File: config.mk
export PLATFORM = sky130hd
export DESIGN_NAME = fast_multiplier_flat
export DESIGN_NICKNAME = d
export VERILOG_FILES = /design/src/rtl/fast_multiplier_if.sv /design/src/rtl/fast_multiplier.sv /design/src/flat_wrapper.sv
export SDC_FILE = /design/constraint.sdc
export NUM_CORES = 2
export LEC_CHECK = 0
export ABC_AREA = 1
export CAP_MARGIN = 20
export CORE_MARGIN = 2
export CORE_UTILIZATION = 40
export CTS_CLUSTER_SIZE = 14
export DETAILED_ROUTE_END_ITERATION = 10
export PLACE_DENSITY_LB_ADDON = 0.3
export SKIP_CTS_REPAIR_TIMING = 1
export SYNTH_ARGS = -nofsm -noshare
export SYNTH_HDL_FRONTEND = slang
export SYNTH_SLANG_ARGS = --single-unit
File: constraint.sdc
create_clock -name clk -period 20.8 [get_ports clk]
set_clock_uncertainty 0.1 [all_clocks]
set_input_delay 3.12 -clock clk [delete_from_list [all_inputs] [get_ports clk]]
set_output_delay 3.12 -clock clk [all_outputs]
set_load 0.01 [all_outputs]
File: src/rtl/fast_multiplier_if.sv
`default_nettype none
// ============================================================================
//  Module   : fast_multiplier_if
//  Brief    : Operand / product bundle for the single-cycle 32x32 multiplier.
//  Revision : 1.0  initial release
// ============================================================================
interface fast_multiplier_if;
  logic [31:0] multiplicand;
  logic [31:0] multiplier;
  logic        is_signed;
  logic        in_valid;
  logic [63:0] product;
  logic        out_valid;

  // Requester side: presents operands, observes the registered result
  modport master (
    output multiplicand, multiplier, is_signed, in_valid,
    input  product, out_valid
  );

  // Multiplier side: consumes operands, drives the registered result
  modport slave (
    input  multiplicand, multiplier, is_signed, in_valid,
    output product, out_valid
  );
endinterface
`default_nettype wire

File: src/rtl/fast_multiplier.sv
`default_nettype none
// ============================================================================
//  Module   : fast_multiplier
//  Brief    : 32x32 -> 64 signed/unsigned multiplier, radix-4 Booth partial
//             products, carry-save reduction tree, one final adder, 1-cycle
//             latency at full throughput.
//  Revision : 1.0  initial release
// ============================================================================
module fast_multiplier (
  input  wire              clk,
  input  wire              rst,
  fast_multiplier_if.slave bus
);

  localparam int NUM_PP   = 17;  // Booth digits of a 33-bit operand
  localparam int NUM_ROWS = 18;  // partial products plus the carry-in row
  localparam int NUM_LVL  = 6;   // 18->12->8->6->4->3->2 rows

  // Both modes share one signed datapath: a 33-bit extension makes an
  // unsigned operand look like a non-negative signed one.
  logic [32:0] w_a_ext;
  logic [32:0] w_b_ext;
  logic [63:0] w_m;
  logic [63:0] w_m2;
  logic [34:0] w_bx;

  assign w_a_ext = {bus.is_signed & bus.multiplicand[31], bus.multiplicand};
  assign w_b_ext = {bus.is_signed & bus.multiplier[31],   bus.multiplier};
  assign w_m     = {{31{w_a_ext[32]}}, w_a_ext};
  assign w_m2    = {w_m[62:0], 1'b0};
  // Implicit zero below bit 0 and one extra sign bit so digit 16 is complete
  assign w_bx    = {w_b_ext[32], w_b_ext, 1'b0};

  logic [63:0]       w_pp [0:NUM_PP-1];
  logic [NUM_PP-1:0] w_neg;

  genvar gi;
  generate
    for (gi = 0; gi < NUM_PP; gi++) begin : g_booth
      logic [2:0]  w_trip;
      logic        w_one;
      logic        w_two;
      logic [63:0] w_sel;

      assign w_trip = w_bx[2*gi+2 -: 3];
      assign w_one  = w_trip[0] ^ w_trip[1];
      assign w_two  = (w_trip == 3'b011) || (w_trip == 3'b100);
      // 3'b111 encodes -0, which must not inject a stray carry
      assign w_neg[gi] = w_trip[2] & ~(w_trip[1] & w_trip[0]);
      assign w_sel  = w_one ? w_m : (w_two ? w_m2 : 64'd0);
      // Full 64-bit sign extension keeps the low 64 bits of the sum exact;
      // invert before shifting so vacated low bits stay zero.
      assign w_pp[gi] = (w_neg[gi] ? ~w_sel : w_sel) << (2*gi);
    end
  endgenerate

  // Gather the two's-complement +1 of every negated row into one extra row
  logic [63:0] w_cin;
  always_comb begin
    w_cin = '0;
    for (int i = 0; i < NUM_PP; i++) begin
      w_cin[2*i] = w_neg[i];
    end
  end

  // Wallace-style reduction: every level compresses row triples with 3:2
  // counters and passes leftover rows straight through.
  logic [63:0] w_lvl [0:NUM_ROWS-1];
  logic [63:0] w_nxt [0:NUM_ROWS-1];
  int          w_cnt;
  always_comb begin
    for (int r = 0; r < NUM_PP; r++) begin
      w_lvl[r] = w_pp[r];
    end
    w_lvl[NUM_ROWS-1] = w_cin;
    for (int r = 0; r < NUM_ROWS; r++) begin
      w_nxt[r] = '0;
    end
    w_cnt = NUM_ROWS;
    for (int l = 0; l < NUM_LVL; l++) begin
      for (int r = 0; r < NUM_ROWS; r++) begin
        w_nxt[r] = '0;
      end
      for (int g = 0; g < NUM_ROWS/3; g++) begin
        if (g < w_cnt/3) begin
          w_nxt[2*g]   = w_lvl[3*g] ^ w_lvl[3*g+1] ^ w_lvl[3*g+2];
          w_nxt[2*g+1] = ((w_lvl[3*g]   & w_lvl[3*g+1]) |
                          (w_lvl[3*g]   & w_lvl[3*g+2]) |
                          (w_lvl[3*g+1] & w_lvl[3*g+2])) << 1;
        end
      end
      for (int r = 0; r < 2; r++) begin
        if (r < w_cnt % 3) begin
          w_nxt[2*(w_cnt/3)+r] = w_lvl[3*(w_cnt/3)+r];
        end
      end
      w_cnt = (w_cnt/3)*2 + (w_cnt % 3);
      for (int r = 0; r < NUM_ROWS; r++) begin
        w_lvl[r] = w_nxt[r];
      end
    end
  end

  // Final carry-propagate add; anything above bit 63 is dropped
  logic [63:0] product_d;
  assign product_d = w_lvl[0] + w_lvl[1];

  logic [63:0] product_q;
  logic        out_valid_q;

  // Result register: capture on valid, hold otherwise, clear on reset
  always_ff @(posedge clk) begin
    if (rst) begin
      product_q   <= '0;
      out_valid_q <= 1'b0;
    end else if (bus.in_valid) begin
      product_q   <= product_d;
      out_valid_q <= 1'b1;
    end else begin
      out_valid_q <= 1'b0;
    end
  end

  assign bus.product   = product_q;
  assign bus.out_valid = out_valid_q;

endmodule
`default_nettype wire

File: src/flat_wrapper.sv
// flat-port wrapper written by rule: the top's interface ports become plain ports
module fast_multiplier_flat 
  (clk, rst, bus_multiplicand, bus_multiplier, bus_is_signed, bus_in_valid, bus_product, bus_out_valid);
  fast_multiplier_if bus_i ();
  input  wire clk;
  input  wire rst;
  input wire logic [$bits(bus_i.multiplicand)-1:0] bus_multiplicand;
  input wire logic [$bits(bus_i.multiplier)-1:0] bus_multiplier;
  input wire logic [$bits(bus_i.is_signed)-1:0] bus_is_signed;
  input wire logic [$bits(bus_i.in_valid)-1:0] bus_in_valid;
  output wire logic [$bits(bus_i.product)-1:0] bus_product;
  output wire logic [$bits(bus_i.out_valid)-1:0] bus_out_valid;
  assign bus_i.multiplicand = bus_multiplicand;
  assign bus_i.multiplier = bus_multiplier;
  assign bus_i.is_signed = bus_is_signed;
  assign bus_i.in_valid = bus_in_valid;
  assign bus_product = bus_i.product;
  assign bus_out_valid = bus_i.out_valid;
  fast_multiplier u_core (.clk(clk), .rst(rst), .bus(bus_i));
endmodule
Word-level counts from Yosys, hierarchy flattened
Index checks and enable logic that the tools add are counted.
{"block": "op_classes", "n_addsub": 1, "eq_ne": 33, "n_mux": 52, "n_bitwise": 195, "n_reduce_logical": 16}
{"operator": "$and 63x63->63", "n": 46}
{"operator": "$or 63x63->63", "n": 32}
{"operator": "$xor 64x64->64", "n": 31}
{"operator": "$mux 64", "n": 3}
{"operator": "$mux 62", "n": 3}
{"operator": "$mux 60", "n": 3}
{"operator": "$mux 58", "n": 3}
{"operator": "$mux 56", "n": 3}
{"operator": "$mux 54", "n": 3}
{"operator": "$mux 52", "n": 3}
{"operator": "$mux 50", "n": 3}
{"operator": "$mux 48", "n": 3}
{"operator": "$mux 46", "n": 3}
{"operator": "$mux 44", "n": 3}
{"operator": "$and 63x33->63", "n": 2}
{"operator": "$mux 42", "n": 3}
{"operator": "$mux 40", "n": 3}
{"operator": "$mux 38", "n": 3}
{"operator": "$mux 36", "n": 3}
{"operator": "$mux 34", "n": 3}
{"operator": "$mux 32", "n": 3}
{"operator": "$add 64x64->64", "n": 1}
{"operator": "$not 64->64", "n": 1}
{"operator": "$xor 64x33->64", "n": 1}
{"operator": "other kinds (24)", "n": 132}
{"block": "word_totals", "register_bits": 65, "input_bits": 68, "out_inout_bits": 65}

Depth between registers and ports, before layout
{"block": "depth", "ltp_word": 25, "mapped_depth": 34, "ltp_nobuf": 32}

Worst setup path after synthesis
Ideal clock, no wire load.
{"block": "synth_path", "path_kind": "input port to flip-flop", "start": "in bus_multiplier[11]", "end": "reg u_core.product_q[61], in the netlist u_core.bus.product[61]", "arrival_time_ps": 9295, "t_required_ps": 20583, "setup_slack_ps": 11288, "path_stages": 29, "n_path_buf": 2, "cell_sequence": "inv_1 ha_1 buf_2 inv_1 nand3_1 clkbuf_1 nand2_1 xor2_1 fa_1 fa_1 fa_1 inv_1 fa_1 inv_1 fa_1 fa_1 inv_1 ha_1 nand2_1 nor2_1 inv_2 nor2_4 nand2_1 nor3_1 nand2_2 nand3_1 nand2_1 nor2_1 nor2_1"}
{"block": "synth_between", "elab_chain_len": 24, "word_cells_on_any_way": 96, "classes_between": "1 x add/sub; 4 x eq/ne; 6 x mux; 83 x bitwise; 2 x reduce/logical"}
{"item": "from (decl)", "line_no": "flat_wrapper.sv:8", "source": "input wire logic [$bits(bus_i.multiplier)-1:0] bus_multiplier;"}
{"item": "$eq 3x2->1 / $eq 3x3->1 (equally long branches)", "line_no": "fast_multiplier.sv:47", "source": "assign w_two = (w_trip == 3'b011) || (w_trip == 3'b100);"}
{"item": "$logic_or 1x1->1", "line_no": "fast_multiplier.sv:47"}
{"item": "$mux 54 / $mux 52 (equally long branches) (2 in a row)", "line_no": "fast_multiplier.sv:50", "source": "assign w_sel = w_one ? w_m : (w_two ? w_m2 : 64'd0);"}
{"item": "$not 54->54 / $not 52->52 (equally long branches)", "line_no": "fast_multiplier.sv:53", "source": "assign w_pp[gi] = (w_neg[gi] ? ~w_sel : w_sel) << (2*gi);"}
{"item": "$mux 54 / $mux 52 (equally long branches)", "line_no": "fast_multiplier.sv:53"}
{"item": "$and 63x63->63 (on tied branches)", "line_no": "fast_multiplier.sv:88, fast_multiplier.sv:87"}
{"item": "$or 63x63->63", "line_no": "fast_multiplier.sv:87", "source": "w_nxt[2*g+1] = ((w_lvl[3*g] & w_lvl[3*g+1]) |"}
{"item": "$or 63x63->63", "line_no": "fast_multiplier.sv:88", "source": "(w_lvl[3*g] & w_lvl[3*g+2]) |"}
{"item": "[... 7 more ...]"}
{"item": "$or 63x63->63 / $xor 64x64->64 (equally long branches)", "line_no": "fast_multiplier.sv:88, fast_multiplier.sv:86"}
{"item": "$and 63x63->63 (on tied branches)", "line_no": "fast_multiplier.sv:87, fast_multiplier.sv:88"}
{"item": "$or 63x63->63", "line_no": "fast_multiplier.sv:87"}
{"item": "$or 63x63->63", "line_no": "fast_multiplier.sv:88"}
{"item": "$and 63x63->63", "line_no": "fast_multiplier.sv:87"}
{"item": "$or 63x63->63", "line_no": "fast_multiplier.sv:87"}
{"item": "$or 63x63->63", "line_no": "fast_multiplier.sv:88"}
{"item": "$add 64x64->64 (*)", "line_no": "fast_multiplier.sv:106", "source": "assign product_d = w_lvl[0] + w_lvl[1];"}
{"item": "to (signal assigned)", "line_no": "fast_multiplier.sv:117", "source": "product_q <= product_d;"}
{"item": "to (decl)", "line_no": "fast_multiplier.sv:108", "source": "logic [63:0] product_q;"}
Mark *: on every way between the ends. The rest lies on a longest branch, timed or not.
A chain may end at the register's enable or synchronous reset.

Worst setup path in the final report
{"block": "layout_path", "start": "in bus_multiplier[1]", "end": "reg u_core.product_q[49], in the netlist u_core.bus.product[49]"}
{"block": "layout_between", "elab_chain_len": 25, "word_cells_on_any_way": 78, "classes_between": "1 x add/sub; 3 x eq/ne; 6 x mux; 67 x bitwise; 1 x reduce/logical"}
{"item": "$eq 3x2->1 / $eq 3x3->1 (equally long branches)", "line_no": "fast_multiplier.sv:47"}
{"item": "$logic_or 1x1->1", "line_no": "fast_multiplier.sv:47"}
{"item": "$mux 62 (2 in a row)", "line_no": "fast_multiplier.sv:50"}
{"item": "$not 62->62", "line_no": "fast_multiplier.sv:53"}
{"item": "$mux 62", "line_no": "fast_multiplier.sv:53"}
{"item": "$and 63x63->63", "line_no": "fast_multiplier.sv:87"}
{"item": "$or 63x63->63", "line_no": "fast_multiplier.sv:87"}
{"item": "$or 63x63->63", "line_no": "fast_multiplier.sv:88"}
{"item": "[... 8 more ...]"}
{"item": "$or 63x63->63", "line_no": "fast_multiplier.sv:88"}
{"item": "$and 63x63->63", "line_no": "fast_multiplier.sv:87"}
{"item": "$or 63x63->63", "line_no": "fast_multiplier.sv:87"}
{"item": "$or 63x63->63", "line_no": "fast_multiplier.sv:88"}
{"item": "$and 63x63->63", "line_no": "fast_multiplier.sv:87"}
{"item": "$or 63x63->63", "line_no": "fast_multiplier.sv:87"}
{"item": "$or 63x63->63", "line_no": "fast_multiplier.sv:88"}
{"item": "$add 64x64->64 (*)", "line_no": "fast_multiplier.sv:106"}
Marks and branches as above.

==> impl_metrics.toml <==
[run_status]
status = "complete, no violations"

[layout]
layout_common_cells = "nand2_1 (1467), inv_1 (841), o21ai_0 (570), fa_1 (569), xor2_1 (511)"
syn_to_final_growth_pct = 7.041
fin_nets = 5894
final_common_cell = "nand2_1"
fillers = 9117
drive_gt1_share_pct = 3.433

[clock_network]
clock-sinks = 65
root_buffer = "clkbuf_16"
clkTransAtPathRegs_ns = 0.06
insertion_delay_ns = 0.35
htree_levels = 3
cts_tree = "yes"
numCtsBuffers = 9
cts_buffer_depth = 2

[worst_hold_path]
min_path_type = "flip-flop to flip-flop"
hold-path-cell-count = 2
min_from = "u_core.bus.product[23]"
holdPathEnd = "u_core.bus.product[23]"

[global_routing]
busiest_layer = "met2"
grt_max_degree = 77
overflow = 0
met1_usage_pct = 39.65
grt_pass1_wl_um = 203200
met3_usage_pct = 5.408
globalRouteMet2Util_pct = 47.34
antenna_found_initial = 7
grt_usage_pct = 29.42
grt_pass1_vias = 32420

[route]
antenna_left = 0
drtIter0Drc = 3213
first_pass_iters = 6
dr_total_vias = 32730
wirelength_um = 133300
drc = 0
post_drt_wl_per_cell_um = 21.37
vias_per_cell = 5.247

[die]
fp.dieW_um = 302.4
ios = 133
die_area_um2 = 91430
rows = 109
core_um2 = 88240
dieHeight_um = 302.4
initial_core_util_pct = 40.36

[flow_run]
drv_cap = 0

[logic_synthesis]
syn_area_um2 = 35610
synth_top_area_share_pct = 31.99
ys_seq_area_share_pct = 3.654
yosysTopAreaCell = "fa_1"
ys_ff_latch = 65
synth_edf_count = 0
avgSynthCellArea_um2 = 6.883
ys_types = 38
synth_ff_type = "dfxtp_1"
netlist_instances = 5174
synth_area_leaders = "fa_1 (32%), nand2_1 (15%), xor2_1 (13%), inv_1 (8.9%), o21ai_0 (8.0%)"
synth_fp_nets = 6005
synth_warnings = 0
async_flop_share_pct = 0

[critical_path]
startpoint_type = "input port"
r2r_end = "u_core.bus.product[43]"
r2r_cells = 4
slowest_stage = "ha_2"
timing.rr.start = "u_core.bus.product[43]"
crit_type = "input port to flip-flop"
critPathCaptureType = "flip-flop"
max_stage_delay_ns = 1.17
cp.required_ns = 20.96
worst-path-max-fanout = 64
worst_ep_arrival_time_ns = 12.35
reg2reg_slack_ns = 19.91

[placed_design]
port_buffers = 132
routabilityCongestion = 1.004
dp_hpwl_um = 103800

[timing]
fin_crit_sh_pct = 58.61
finalSetupViolCount = 0
finalMaxSlewViolations = 0
hold_slack_ns = 0.3806
worst_pin_slew_ns = 1.303
max_freq_mhz = 82.02
hold_viol = 0
min_period_ns = 12.19
max_slew_margin_pct = 12.84
fin_setup_tns_ns = 0
rsz0062_at_grt = "false"
sequential cells by signal, indices dropped and copies added (netlist names):
signal                cells
u_core.bus.out_valid      1
u_core.bus.product       64
per-stage QoR:
step                util [%]  instances  setup slack, ns  instance area [um2]
CTS                    43.12       6230            8.673                38050
finish                 43.20       6238            8.608                38120
floorplan                  -       5174            11.29                35610
global route           43.19       6234            7.994                38110
global placement       42.74       6212            8.334                37710
detailed placement     42.79       6214            8.300                37760
layer usage:
metal	share of wire, %	wire, um
met1	42	55550
met2	45	59560
met3	9.6	12770
met4	4.0	5364
met5	0.038	51
how the worst max path moves through the flow:
stage                  startpoint                      to  slack (ns)
2_1_floorplan  bus_multiplier[11]  u_core.bus.product[61]       11.29
4_1_cts         bus_multiplier[1]  u_core.bus.product[63]        8.67
3_5_place_dp    bus_multiplier[1]  u_core.bus.product[59]        8.30
5_1_grt         bus_multiplier[1]  u_core.bus.product[63]        7.99
3_3_place_gp    bus_multiplier[1]  u_core.bus.product[59]        8.33
6_report        bus_multiplier[1]  u_core.bus.product[49]        8.61
cell families after synthesis:
group	share of synthesized area (%)
buffers and inverters	12.82
and+or+nand+nor	20.75
AOI/OAI and AO/OA	10.83
adders and majority gates	38.80
DFF	3.654
xor gates and xnor gates	13.13
final cells by class:
class | count | area, um2 | share of cell area [%]
clock buffer | 9 | 225.2 | 0.5908
inverter | 862 | 3236 | 8.488
clock inverter | 7 | 62.56 | 0.1641
timing repair buffer | 212 | 1979 | 5.193
sequential | 65 | 1301 | 3.414
multi-input combinational | 3913 | 29840 | 78.29
antenna | 5 | 12.51 | 0.03282
tap | 1165 | 1458 | 3.824
worst max-delay path: cells and delay by family:
| kind | cells | cell delay [ns] |
|---|---|---|
| adders and majority gates | 8 | 4.75 |
| buffers and inverters | 10 | 2.44 |
| and+or+nand+nor | 11 | 1.66 |
| xor gates and xnor gates | 1 | 0.31 |
cells in the mapped netlist (2+ instances only):
cell / count
a21o_1: 2
a21oi_1: 87
a21oi_2: 2
a31oi_1: 26
and2_1: 2
buf_1: 49
buf_2: 61
clkbuf_1: 224
clkinv_1: 5
dfxtp_1: 65
fa_1: 569
ha_1: 194
inv_1: 841
inv_2: 16
nand2_1: 1468
nand2_2: 8
nand3_1: 101
nand3_2: 7
nand4_1: 21
nor2_1: 233
nor2_2: 16
nor3_1: 9
nor3_2: 3
nor4_1: 2
o211ai_1: 23
o21ai_0: 570
o21ai_1: 13
o21bai_1: 15
xnor2_1: 23
xor2_1: 511
Power is not shown: default switching activity piles up to over one toggle a cycle in this logic, so the estimate is an artifact.
